<file path="src/rtl/line_rasterizer.sv">
// Bresenham edge rasterizer: walks from (x0,y0) to (x1,y1) and emits one pixel per cycle.
// A four-state FSM latches the endpoints, sets up the error terms, draws, and pulses done.
module line_rasterizer #(
  parameter int DATA_W = 10
) (
  input  logic              Clk,
  input  logic              Reset,
  input  logic              draw_line_start,
  input  logic [DATA_W-1:0] x0,
  input  logic [DATA_W-1:0] y0,
  input  logic [DATA_W-1:0] x1,
  input  logic [DATA_W-1:0] y1,
  output logic [DATA_W-1:0] DrawX,
  output logic [DATA_W-1:0] DrawY,
  output logic              DrawValid,
  output logic              draw_line_done
);

  localparam int ERR_W = DATA_W + 2;

  typedef enum logic [1:0] {IDLE, INIT, DRAW, DONE} state_t;
  state_t state, state_nxt;

  logic        [DATA_W-1:0] x0_r, y0_r, x1_r, y1_r;
  logic        [DATA_W-1:0] cur_x, cur_y;
  logic signed [ERR_W-1:0]  dx, dy, err;
  logic                     sx_neg, sy_neg;

  logic signed [ERR_W:0]    e2, dx_ext, dy_ext;
  logic signed [ERR_W-1:0]  err_nxt, add_x, add_y;
  logic                     step_x, step_y, at_end;

  function automatic logic signed [ERR_W-1:0] abs_diff(input logic [DATA_W-1:0] a,
                                                      input logic [DATA_W-1:0] b);
    logic [DATA_W-1:0] mag;
    mag = (a >= b) ? a - b : b - a;
    return signed'({2'b00, mag});
  endfunction

  function automatic logic [DATA_W-1:0] step(input logic [DATA_W-1:0] v, input logic neg);
    return neg ? v - 1'b1 : v + 1'b1;
  endfunction

  // Both axis decisions use the same e2, so a diagonal move folds dy+dx into err at once.
  always_comb begin
    e2      = {err, 1'b0};
    dx_ext  = {dx[ERR_W-1], dx};
    dy_ext  = {dy[ERR_W-1], dy};
    step_x  = (e2 >= dy_ext);
    step_y  = (e2 <= dx_ext);
    add_x   = step_x ? dy : '0;
    add_y   = step_y ? dx : '0;
    err_nxt = err + add_x + add_y;
    at_end  = (cur_x == x1_r) && (cur_y == y1_r);
  end

  always_ff @(posedge Clk) begin
    if (Reset) state <= IDLE;
    else       state <= state_nxt;
  end

  always_comb begin
    state_nxt      = state;
    DrawValid      = 1'b0;
    draw_line_done = 1'b0;
    unique case (state)
      IDLE: if (draw_line_start) state_nxt = INIT;
      INIT: state_nxt = DRAW;
      DRAW: begin
        DrawValid = 1'b1;
        if (at_end) state_nxt = DONE;
      end
      DONE: begin
        draw_line_done = 1'b1;
        state_nxt      = IDLE;
      end
      default: state_nxt = IDLE;
    endcase
  end

  always_ff @(posedge Clk) begin
    if (Reset) begin
      x0_r   <= '0;
      y0_r   <= '0;
      x1_r   <= '0;
      y1_r   <= '0;
      cur_x  <= '0;
      cur_y  <= '0;
      dx     <= '0;
      dy     <= '0;
      err    <= '0;
      sx_neg <= 1'b0;
      sy_neg <= 1'b0;
    end else begin
      unique case (state)
        IDLE: if (draw_line_start) begin
          x0_r <= x0;
          y0_r <= y0;
          x1_r <= x1;
          y1_r <= y1;
        end
        INIT: begin
          dx     <= abs_diff(x1_r, x0_r);
          dy     <= -abs_diff(y1_r, y0_r);
          err    <= abs_diff(x1_r, x0_r) - abs_diff(y1_r, y0_r);
          sx_neg <= !(x0_r < x1_r);
          sy_neg <= !(y0_r < y1_r);
          cur_x  <= x0_r;
          cur_y  <= y0_r;
        end
        DRAW: if (!at_end) begin
          if (step_x) cur_x <= step(cur_x, sx_neg);
          if (step_y) cur_y <= step(cur_y, sy_neg);
          err <= err_nxt;
        end
        default: ;
      endcase
    end
  end

  // The walking position doubles as the output, so it holds outside DRAW.
  assign DrawX = cur_x;
  assign DrawY = cur_y;

endmodule

</file>
<file path="config.mk">
export PLATFORM = sky130hd
export DESIGN_NAME = line_rasterizer
export DESIGN_NICKNAME = d
export VERILOG_FILES = /design/src/rtl/line_rasterizer.sv
export SDC_FILE = /design/constraint.sdc
export NUM_CORES = 1
export LEC_CHECK = 0
export ABC_AREA = 1
export CORE_ASPECT_RATIO = 1.4
export CORE_MARGIN = 1
export CORE_UTILIZATION = 50
export DETAILED_ROUTE_END_ITERATION = 12
export PLACE_DENSITY = 0.72
export SYNTH_ARGS = -nofsm -noshare
export SYNTH_HDL_FRONTEND = slang
export SYNTH_SLANG_ARGS = --single-unit
export TNS_END_PERCENT = 5
</file>
<file path="constraint.sdc">
create_clock -name Clk -period 3.69 [get_ports Clk]
set_clock_uncertainty 0.15 [all_clocks]
set_input_delay 0.369 -clock Clk [delete_from_list [all_inputs] [get_ports Clk]]
set_output_delay 0.369 -clock Clk [all_outputs]
set_load 0.01 [all_outputs]
</file>
After elaboration in Yosys (flattened, before gate mapping)
Index checks and enable logic that the tools add are counted.
{"block": "totals", "ff_bits": 98, "latch_bits": 0, "ramBits": 0, "mem_bits_ro": 0, "in_bits": 43, "out_inout_bits": 22, "memories": 0}
{"block": "op_classes", "add_sub_neg": 12, "mul": 0, "div_mod_pow": 0, "magnitude_cmp": 6, "eq_ne": 10, "shifts": 0, "mux": 19, "bitwise": 0, "reduce_logical": 10}
{"operator": "2-to-1 mux 10 bit", "n": 9}
{"operator": "case mux 10 bit (2 select lines)", "n": 2}
{"operator": "subtractor 10 bit", "n": 4}
{"operator": "2-to-1 mux 12 bit", "n": 2}
{"operator": "case mux 12 bit (2 select lines)", "n": 1}
{"operator": "adder 10 x 1 -> 10 bit (second input constant)", "n": 2}
{"operator": "equality test 10 bit", "n": 2}
{"operator": "greater-or-equal comparator 10 bit", "n": 2}
{"operator": "< comparator 10 bit", "n": 2}
{"operator": "subtractor 10 x 1 -> 10 bit (second input constant)", "n": 2}
{"operator": "greater-or-equal comparator 13 x 12 -> 1 bit", "n": 1}
{"operator": "<= comparator 13 x 11 -> 1 bit", "n": 1}
{"operator": "adder 12 x 11 -> 12 bit", "n": 1}
{"operator": "adder 12 bit", "n": 1}
{"operator": "negator 10 -> 12 bit", "n": 1}
{"operator": "subtractor 10 x 10 -> 11 bit", "n": 1}
{"operator": "inequality test 2 bit (second input constant)", "n": 5}
{"operator": "case mux 2 bit (4 select lines)", "n": 1}
{"operator": "AND reduction 2 bit", "n": 3}
{"operator": "AND reduction 3 bit", "n": 2}
{"operator": "equality test 2 bit (second input constant)", "n": 2}
{"operator": "2-to-1 mux 2 bit", "n": 2}
{"operator": "equality test 2 x 1 -> 1 bit (second input constant)", "n": 1}
{"operator": "zero test 1 bit", "n": 2}
{"operator": "4 further kinds", "n": 5}

Depth between registers and ports, before layout
Gate-level depths: netlist of the first run.
{"block": "logic_depth", "depth_word": 6, "mapped_depth": 29}

Least setup slack after synthesis of the first run
OpenSTA, ideal clock, no wires.
{"block": "synth_path", "path_type": "register -> register", "from": "reg dy[11]", "to": "reg err[11]", "setup_time_ns": 0.070, "t_arrival_ns": 3.679, "required_time_ns": 3.470, "setup_slack_ns": -0.209, "stages_incl_launch_ff": 29, "path_cell_list": "dfxtp_1 -> inv_1 -> ha_1 -> nand2_1 -> o21bai_1 -> nand2_1 -> a21oi_1 -> nand2_1 -> nand2_1 -> nand2_1 -> inv_1 -> clkbuf_1 -> nor2_1 -> fa_1 -> ha_1 -> inv_1 -> fa_1 -> inv_1 -> nand3_1 -> nand2_1 -> nand3_1 -> nand3_1 -> nand2_1 -> nand2_1 -> a21o_1 -> inv_1 -> nand2_1 -> nand3_1 -> a21oi_1"}
{"block": "synth_between", "elab_chain_len": 6}
{"element": "from (decl)", "line_no": "26", "text": "logic signed [ERR_W-1:0] dx, dy, err;"}
{"element": "from (signal assigned)", "line_no": "104", "text": "dy <= -abs_diff(y1_r, y0_r);"}
{"element": "greater-or-equal comparator 13 x 12 -> 1 bit", "line_no": "49", "text": "step_x = (e2 >= dy_ext);"}
{"element": "2-to-1 mux 12 bit (*)", "line_no": "51", "text": "add_x = step_x ? dy : '0;"}
{"element": "adder 12 bit (*)", "line_no": "53", "text": "err_nxt = err + add_x + add_y;"}
{"element": "adder 12 x 11 -> 12 bit (*)", "line_no": "53"}
{"element": "2-to-1 mux 12 bit (*)", "line_no": "111", "text": "DRAW: if (!at_end) begin"}
{"element": "case mux 12 bit (2 select lines) (*)", "line_no": "95", "text": "unique case (state)"}
{"element": "to (signal assigned)", "line_no": "105", "text": "err <= abs_diff(x1_r, x0_r) - abs_diff(y1_r, y0_r);"}
{"element": "to (signal assigned)", "line_no": "114", "text": "err <= err_nxt;"}
{"element": "to (decl)", "line_no": "26"}
Mark *: on every way between the ends. The rest lies on a longest branch, timed or not. The select of a mux whose other input is x is not followed.
A chain may end at the register's enable or synchronous reset.

Worst setup path in the final report of the first run
{"block": "layout_path", "from": "reg err[9]", "to": "reg err[11]"}
{"block": "layout_between", "elab_chain_len": 6}
{"element": "greater-or-equal comparator 13 x 12 -> 1 bit", "line_no": "49"}
{"element": "2-to-1 mux 12 bit", "line_no": "51"}
{"element": "adder 12 bit", "line_no": "53"}
{"element": "adder 12 x 11 -> 12 bit (*)", "line_no": "53"}
{"element": "2-to-1 mux 12 bit (*)", "line_no": "111"}
{"element": "case mux 12 bit (2 select lines) (*)", "line_no": "95"}
Marked as above.

==> impl.org, run 1 <==
** Clock network
- TritonCTS sink count :: slightly below 100
- CTS clock-pin slew for the worst setup and hold paths :: ~0.07 ns
- Insertion delay of the later-clocked pin in the worst-skew pair :: between 0.3 and 0.4 ns
- Maximum buffer depth of the clock tree :: 2
- In this run, post-CTS hold repair placed 0 buffers.
- TritonCTS built the clock tree.
- Buffers inserted during clock tree synthesis total 9.
- CTS placed an instance of sky130_fd_sc_hd__clkbuf_16 at the clock tree root.
- The H-tree was split into 3 levels.

** Global routing
- GR Util All Layers :: around 29%
- The number of global-route vias before repair came to between 8000 and 9000.
- The initial antenna violation count came to 0.
- Met2 track utilization from global routing :: 51.98%
- Met3 Usage GRT :: under 10%
- The first global-routing pass estimated ~42 mm of wire.
- Met1 Use GR :: between 30% and 40%
- Maximum number of pins on one net before global-route repair :: 50
- Most Used Layer, Global Route :: met2
- For this run the aggregate overflow at the end of global routing stands at 0.

** Worst setup path
- The worst register-to-register path begins at err[9]$_SDFFE_PP0P_.
- Type of element launching the critical path :: flip-flop
- The worst register-to-register path ends at err[11]$_SDFFE_PP0P_.
- For the worst setup path, the data required time is between 3 and 4 ns.
- Top fanout value on the critical path :: 6
- Worst setup slack for register-to-register paths :: 0.009 ns
- Slowest stage cell on the critical path :: sky130_fd_sc_hd__fa_2
- Setup Crit Path Kind :: flip-flop to flip-flop
- In this run the number of cells on the critical path is 25.
- FF-to-FF path depth :: 25
- The critical path contains buffers and inverters numbering 4 combined.
- For the worst setup path, the data arrival time is roughly 3.8 ns.
- The worst setup path is captured at a flip-flop.
- Cell type with the highest occurrence count on the critical path :: sky130_fd_sc_hd__nand2_1
- For this run, the slowest stage of the critical path takes 0.55 ns.
- Grouping stages by cell kind, the critical path spends the most delay in simple AND/OR/NAND/NOR gates.

** Routing
- Routed Wire Length :: approximately 27 mm
- In this run the remaining antenna-violating nets after routing total 0.
- Remaining DRCs :: 0
- After detailed routing, the average wire length per cell comes to roughly 15 µm.
- Number of violations reported at the end of detailed-routing iteration 0 :: between 400 and 500
- Via density per instance :: ~5.3
- Vias after detailed routing :: 9318
- The pre-antenna-repair detailed-routing pass consisted of 6 iterations.

** Cells and area
- Antenna Cells :: 0
- After the last flow step, the layout net total stands at roughly 1700.
- Area of combinational cells with multiple inputs :: about 6700 µm²
- Most frequent cells in the layout :: sky130_fd_sc_hd__nand2_1, sky130_fd_sc_hd__inv_1, sky130_fd_sc_hd__a21oi_1
- The filler cells instantiated in the layout total 1615.
- Leading cell type in the layout, fill and taps excluded :: sky130_fd_sc_hd__nand2_1
- Layout-stage area growth over the synthesis result :: 25.11%
- The post-route netlist has roughly 17% of its cells at a drive strength greater than 1.
- Summing all flip-flop and latch instances after layout gives about 2000 µm².

** Worst hold path
- The min-delay analysis places its worst path in the category flip-flop to flip-flop.
- Capture endpoint of the worst hold path :: x1_r[4]$_SDFFE_PP0P_
- Counting instances, the worst hold path has a depth of 2.
- In this run the most critical hold path is launched from x1_r[4]$_SDFFE_PP0P_.

** STA
- Setup repair after global routing could not meet its margin everywhere.
- Final hold violation count :: 0
- Share of the cycle needed by the critical path after routing :: between 90 and 100%
- Summed over all failing endpoints, the final setup total negative slack is 0 ns.
- Count of final setup violators :: 0
- Shortest period the worst path allows :: between 3 and 4 ns
- Slew of the pin with the lowest slew margin :: between 0.7 and 0.8 ns
- Peak clock frequency supported by timing :: 271.7 MHz
- Max-slew headroom :: roughly half
- The final max-slew violation count came to 0.

** Place
- RD Place Congestion :: just under 1
- During placement, the flow inserted port buffers numbering 64.
- Detailed placement ended at an HPWL of between 20 and 25 mm.

** Logic synthesis
- After Yosys synthesis, full adders, half adders and majority gates account for between 10% and 20% of the synthesized area.
- Post-synthesis cell type count :: 41
- After Yosys synthesis, and, or, nand and nor cells account for 26.93% of the synthesized area.
- Synthesis inferred around 100 register bits.
- Proportion of synthesized area in mux cells :: 0%
- After synthesis, the largest family of logic cells by area is simple AND/OR/NAND/NOR gates.
- Synthesized instance count :: between 1000 and 1500
- Sequential-to-total area share from yosys stat :: 21.63%
- Count of flip-flops with a built-in enable after synthesis :: 0
- After Yosys synthesis, XOR and XNOR cells account for between 4 and 5% of the synthesized area.
- Share of flip-flops with an asynchronous set or reset after synthesis :: 0%
- Post-synth top flop :: sky130_fd_sc_hd__dfxtp_1
- Area of the mapped netlist :: approximately 9000 µm²
- Post-synthesis average cell area :: approximately 6.5 µm²
- Synthesis produced a netlist with a net count of around 1600.
- Number of warnings printed during yosys synthesis :: 0
- Summing the areas of all compound-gate instances in the mapped netlist gives ~18% of the synthesized area.

** Floorplan
- In this run the standard cell core region covers 17540 µm².
- Horizontal extent of the die :: ~120 µm
- In this run the count of I/O pins placed on the die edge is 65.
- Once the floorplan was initialized, standard cells occupied about half of the core.
- The floorplan has 57 rows.
- The die covers between 15000 and 20000 µm².
- Measured along the y axis, the die boundary spans approximately 160 µm.

** Job
- Across the run, the number of max-cap violations was 0.

** Run status
- Outcome :: finished, final reports clean
-- cells in the mapped netlist, types with 2 or more instances --
cell	count	area, µm²
sky130_fd_sc_hd__nand2_4	5	56.30
sky130_fd_sc_hd__inv_2	5	18.77
sky130_fd_sc_hd__o21ai_1	4	20.02
sky130_fd_sc_hd__clkbuf_1	30	112.6
sky130_fd_sc_hd__a21o_1	2	15.01
sky130_fd_sc_hd__or2_2	9	56.30
sky130_fd_sc_hd__nand2_2	11	68.82
sky130_fd_sc_hd__nand3b_1	3	22.52
sky130_fd_sc_hd__buf_6	2	22.52
sky130_fd_sc_hd__o21ai_0	129	645.6
sky130_fd_sc_hd__inv_1	214	803.3
sky130_fd_sc_hd__nor2_2	3	18.77
sky130_fd_sc_hd__xnor2_1	8	70.07
sky130_fd_sc_hd__nand2_1	332	1246
sky130_fd_sc_hd__xor2_1	36	315.3
sky130_fd_sc_hd__buf_2	4	20.02
sky130_fd_sc_hd__buf_1	2	7.510
sky130_fd_sc_hd__a31oi_1	11	68.82
sky130_fd_sc_hd__nand3_1	61	305.3
sky130_fd_sc_hd__nor2_4	5	56.30
sky130_fd_sc_hd__nor3_1	17	85.08
sky130_fd_sc_hd__nand4_1	19	118.9
sky130_fd_sc_hd__ha_1	104	1301
sky130_fd_sc_hd__a21oi_1	145	725.7
sky130_fd_sc_hd__o22ai_1	2	12.51
sky130_fd_sc_hd__o211ai_1	2	15.01
sky130_fd_sc_hd__fa_1	18	360.4
sky130_fd_sc_hd__o21bai_1	8	60.06
sky130_fd_sc_hd__nor2_1	94	352.8
sky130_fd_sc_hd__o2111ai_1	2	17.52
sky130_fd_sc_hd__dfxtp_1	98	1962
-- worst min-delay path, stage by stage, from the launching register on --
cell and delay (ns):
sky130_fd_sc_hd__dfxtp_1 0.34, sky130_fd_sc_hd__inv_1 0.08, sky130_fd_sc_hd__a21oi_1 0.05
-- routing by layer --
| layer | vias up | routed length [µm] |
|---|---|---|
| met3 | 72 | 1276 |
| met2 | 275 | 13300 |
| met4 | 0 | 1359 |
| met1 | 4230 | 10720 |
| met5 | - | 0 |
| li1 | 4741 | - |
-- cells by family (layout without fill, tap and decap cells) --
family	after synthesis	after routing
adder cells (fa/ha/maj)	122	122
flip-flops	98	98
XOR/XNOR	44	44
AND/OR/NAND/NOR	563	563
AO/OA/AOI/OAI	309	309
buffers and inverters	259	378
-- worst max-delay path by stage --
stage | to | startpoint
final | err[11]$_SDFFE_PP0P_ | err[9]$_SDFFE_PP0P_
after floorplan | err[11]$_SDFFE_PP0P_ | dy[11]$_SDFFE_PP0N_
after global routing | err[11]$_SDFFE_PP0P_ | dy[8]$_SDFFE_PP0N_
after CTS | err[11]$_SDFFE_PP0P_ | dx[8]$_SDFFE_PP0N_
after global placement | err[10]$_SDFFE_PP0P_ | dy[7]$_SDFFE_PP0N_
after detailed placement | err[10]$_SDFFE_PP0P_ | err[11]$_SDFFE_PP0P_
-- timing repair --
item | in CTS | in global routing
pin swaps | 3 | 38
buffers inserted | 1 | 14
setup endpoints to repair | 7 | 10
gates resized for setup | 19 | 134
-- sequential cells by signal, indices dropped and copies added, names as in the netlist --
| name | flops |
|---|---|
| dy | 12 |
| err | 12 |
| DrawX | 10 |
| DrawY | 10 |
| dx | 10 |
| x0_r | 10 |
| x1_r | 10 |
| y0_r | 10 |
| y1_r | 10 |
| state | 2 |
| sx_neg | 1 |
| sy_neg | 1 |
-- cell type report --
type / instances / share of cell area, %
Multi-Input combinational cell: 1038 / 58.92
Sequential cell: 98 / 17.57
Timing Repair Buffer: 142 / 10.91
Inverter: 220 / 7.344
Tap cell: 236 / 2.602
Clock buffer: 11 / 2.139
Clock inverter: 5 / 0.5293
-- stage by stage --
step / area (µm²) / worst slack [ns] / util [%] / hold WS (ns) / instances
2_1_floorplan: 9096 / 0.01070 / - / 0.2992 / 1395
3_3_place_gp: 10330 / -0.1265 / 58.86 / 0.3164 / 1719
3_5_place_dp: 10330 / -0.1422 / 58.86 / 0.3335 / 1719
4_1_cts: 10710 / -0.003820 / 61.07 / 0.3509 / 1736
5_1_grt: 11350 / -0.2242 / 64.68 / 0.3787 / 1750
6_report: 11350 / 0.008836 / 64.68 / 0.3601 / 1750
Power of run 1 is left out: the tool's default activity adds up to more than one toggle a clock period on the data nets, which glitch-free logic cannot reach.
==> run 2, diff against run 1 <==
PLACE_DENSITY = 0.76   (was 0.72)
==> impl.org, run 2 (synthesis gave the netlist of run 1 again) <==
** Routing
- The count of nets left with antenna violations once routing finished came out at 0.
- After detailed routing, the number of vias per cell comes to roughly 5.4.
- In the routed design, unresolved DRC markers number 0.
- Vias after detailed routing :: 9347
- Number of violations reported at the end of detailed-routing iteration 0 :: 606
- Post-DR wirelength/cell :: between 15 and 20 µm
- Routed Wire Length :: about 26 mm
- Detailed-routing iteration count for the pre-antenna-repair pass :: 5

** STA
- Slew of the pin with the lowest slew margin :: roughly 0.7 ns
- Timing would allow up to between 200 and 300 MHz.
- Setup total negative slack on the finished layout was measured at 0 ns.
- In the finished design, the share of the clock period the worst path needs comes to around 99%.
- Final hold violation count :: 0
- Setup repair after global routing missed its margin :: yes
- Shortest period the worst path allows :: about 3.7 ns
- Final hold slack :: around 0.34 ns
- Setup violations remaining at the end of the flow were counted as 0.
- The final max-slew violation count was 0.
- Measured against its own limit, the worst slew margin works out to between 50 and 60%.

** Clock network
- Clock-pin slew was measured on the worst setup and hold paths at ~0.08 ns.
- Counting the buffers created by CTS gives 9.
- For the worst-skew pair, the clock arrives at the later sink with an insertion delay of about 0.37 ns.
- In this run the deepest clock path goes through 2 buffers.
- The root buffer cell chosen for the clock tree is sky130_fd_sc_hd__clkbuf_16.
- Number of buffers inserted by hold repair at cts :: 0
- CTS tree :: yes
- The H-tree generated during clock tree synthesis spans 3 levels.
- Clock tree synthesis found a total of 98 sinks.

** Worst hold path
- The path with the worst hold slack has its endpoint at x1_r[0]$_SDFFE_PP0P_.
- Kind of path behind the tightest hold check :: flip-flop to flip-flop
- The worst hold path begins at x1_r[0]$_SDFFE_PP0P_.
- Hold Crit Depth :: 2

** Cells and area
- Final net count :: approximately 1700
- Final design area excluding fillers :: 11170 µm²
- Most frequent cells in the layout :: sky130_fd_sc_hd__nand2_1, sky130_fd_sc_hd__inv_1, sky130_fd_sc_hd__a21oi_1
- In the final layout, the share of cells above drive strength 1 is around 17%.
- Number of fill cells :: between 1500 and 2000
- Relative to the synthesized area, the layout overhead comes to 23.16%.
- Antenna Cells :: 0
- Leading cell type in the layout, fill and taps excluded :: sky130_fd_sc_hd__nand2_1
- Largest regs :: dy (12), err (12)

** Worst setup path
- Origin of the critical flop-to-flop path :: dx[4]$_SDFFE_PP0N_
- Setup Crit Path Kind :: flip-flop to flip-flop
- FF-to-FF path depth :: 25
- CP arrival :: 3.81 ns
- Destination of the worst register-to-register timing path :: err[11]$_SDFFE_PP0P_
- On the critical path the largest part of the delay comes from adder cells.
- On the critical path, the stage with the largest delay is an instance of sky130_fd_sc_hd__fa_1.
- In this design, the stage delay of the slowest critical-path cell is approximately 0.57 ns.
- STA classifies the critical path startpoint as a flip-flop.
- Data on the critical path is required at its endpoint by about 3.8 ns.
- Critical Path Start :: dx[4]$_SDFFE_PP0N_
- In this run the worst path has a maximum fanout of 5.
- The number of buffers and inverters on the critical path is 6.
- Worst setup slack for register-to-register paths :: around 0.028 ns
- Worst setup EP type :: flip-flop

** Global routing
- Initial antenna violation count :: 0
- Across every metal layer, demand over resource in global routing totals between 20 and 30%.
- Entering global routing, the biggest net connects 48 pins.
- The number of global-route vias before repair came to a little under 9000.
- The first global-routing pass estimated a little over 40 mm of wire.
- Total global routing overflow :: 0

** Floorplan
- From bottom edge to top edge, the die measures ~160 µm.
- Horizontal extent of the die :: around 120 µm
- CORE AREA :: 17540 µm²
- During I/O placement, the number of pins put on the boundary was 65.
- Row generation in the floorplan step produced 57 rows.
- The floorplan step defined a die boundary enclosing approximately 19000 µm².
- Once the floorplan was initialized, standard cells occupied between 50% and 60% of the core.

** Run status
- The run finished with clean final reports.

** Place
- Count of input and output buffers :: 64
- RD Place Congestion :: ~0.94
- Placed instance area :: 10290 µm²
- HPWL after detailed placement :: 19.96 mm

** Job
- Max capacitance violation total :: 0
run 2: worst max-delay path by stage:
| stage | end | depth (start not counted) |
|---|---|---|
| final | err[11]$_SDFFE_PP0P_ | 25 |
| after global routing | err[11]$_SDFFE_PP0P_ | 28 |
| after CTS | err[11]$_SDFFE_PP0P_ | 25 |
| after detailed placement | err[9]$_SDFFE_PP0P_ | 24 |
| after global placement | err[9]$_SDFFE_PP0P_ | 23 |
| after floorplan | err[11]$_SDFFE_PP0P_ | 28 |
run 2: final cells by class:
type                            instances  area, µm²  area share (%)
Sequential cell                        98       1997           17.88
Timing Repair Buffer                  126       1131           10.13
Clock buffer                           10      239.0           2.139
Tap cell                              236      295.3           2.643
Multi-Input combinational cell       1038       6613           59.20
Clock inverter                          6      70.07          0.6272
Inverter                              220      825.8           7.392
run 2: per-layer routing:
metal  share of wire, %  wire length [µm]  vias up  GRT usage, %
met2                 49             12700      266         49.16
li1                   -                 -     4709             -
met5                  0                 0        -             0
met3                4.5              1189       67         2.176
met1                 42             10940     4305         33.74
met4                5.1              1347        0         15.21
run 2: repair_timing:
| action | 4_1_cts | 5_1_grt |
|---|---|---|
| buffers inserted | 2 | 5 |
| gates resized for setup | 25 | 110 |
| pin swaps | 6 | 26 |
| setup endpoints to repair | 6 | 8 |
run 2: through the flow:
stage | setup slack [ns] | instances | utilization, %
floorplan | 0.01070 | 1395 | -
global placement | -0.1736 | 1711 | 58.67
detailed placement | -0.1735 | 1711 | 58.67
CTS | -0.009873 | 1729 | 61.00
global route | -0.1860 | 1734 | 63.67
finish | 0.02776 | 1734 | 63.67
run 2: worst reg2reg max path, stage by stage, from the launching register on:
cell	delay (ns)
sky130_fd_sc_hd__dfxtp_2	0.34
sky130_fd_sc_hd__inv_2	0.05
sky130_fd_sc_hd__ha_4	0.28
sky130_fd_sc_hd__nand4_1	0.09
sky130_fd_sc_hd__o221ai_1	0.17
sky130_fd_sc_hd__nand2_1	0.07
sky130_fd_sc_hd__nand2_1	0.06
sky130_fd_sc_hd__nand3b_1	0.16
sky130_fd_sc_hd__buf_4	0.19
sky130_fd_sc_hd__nand2_2	0.06
sky130_fd_sc_hd__inv_2	0.04
sky130_fd_sc_hd__fa_1	0.57
sky130_fd_sc_hd__inv_2	0.05
sky130_fd_sc_hd__fa_2	0.39
sky130_fd_sc_hd__inv_2	0.07
sky130_fd_sc_hd__nand3_2	0.06
sky130_fd_sc_hd__nand2_2	0.08
sky130_fd_sc_hd__nand3_2	0.07
sky130_fd_sc_hd__nand3_2	0.08
sky130_fd_sc_hd__nand2_2	0.06
sky130_fd_sc_hd__nand2_2	0.07
sky130_fd_sc_hd__a21o_1	0.13
sky130_fd_sc_hd__inv_1	0.04
sky130_fd_sc_hd__nand2_1	0.06
sky130_fd_sc_hd__nand3_1	0.06
sky130_fd_sc_hd__a21oi_1	0.13
Power of run 2 is left out for the same reason.
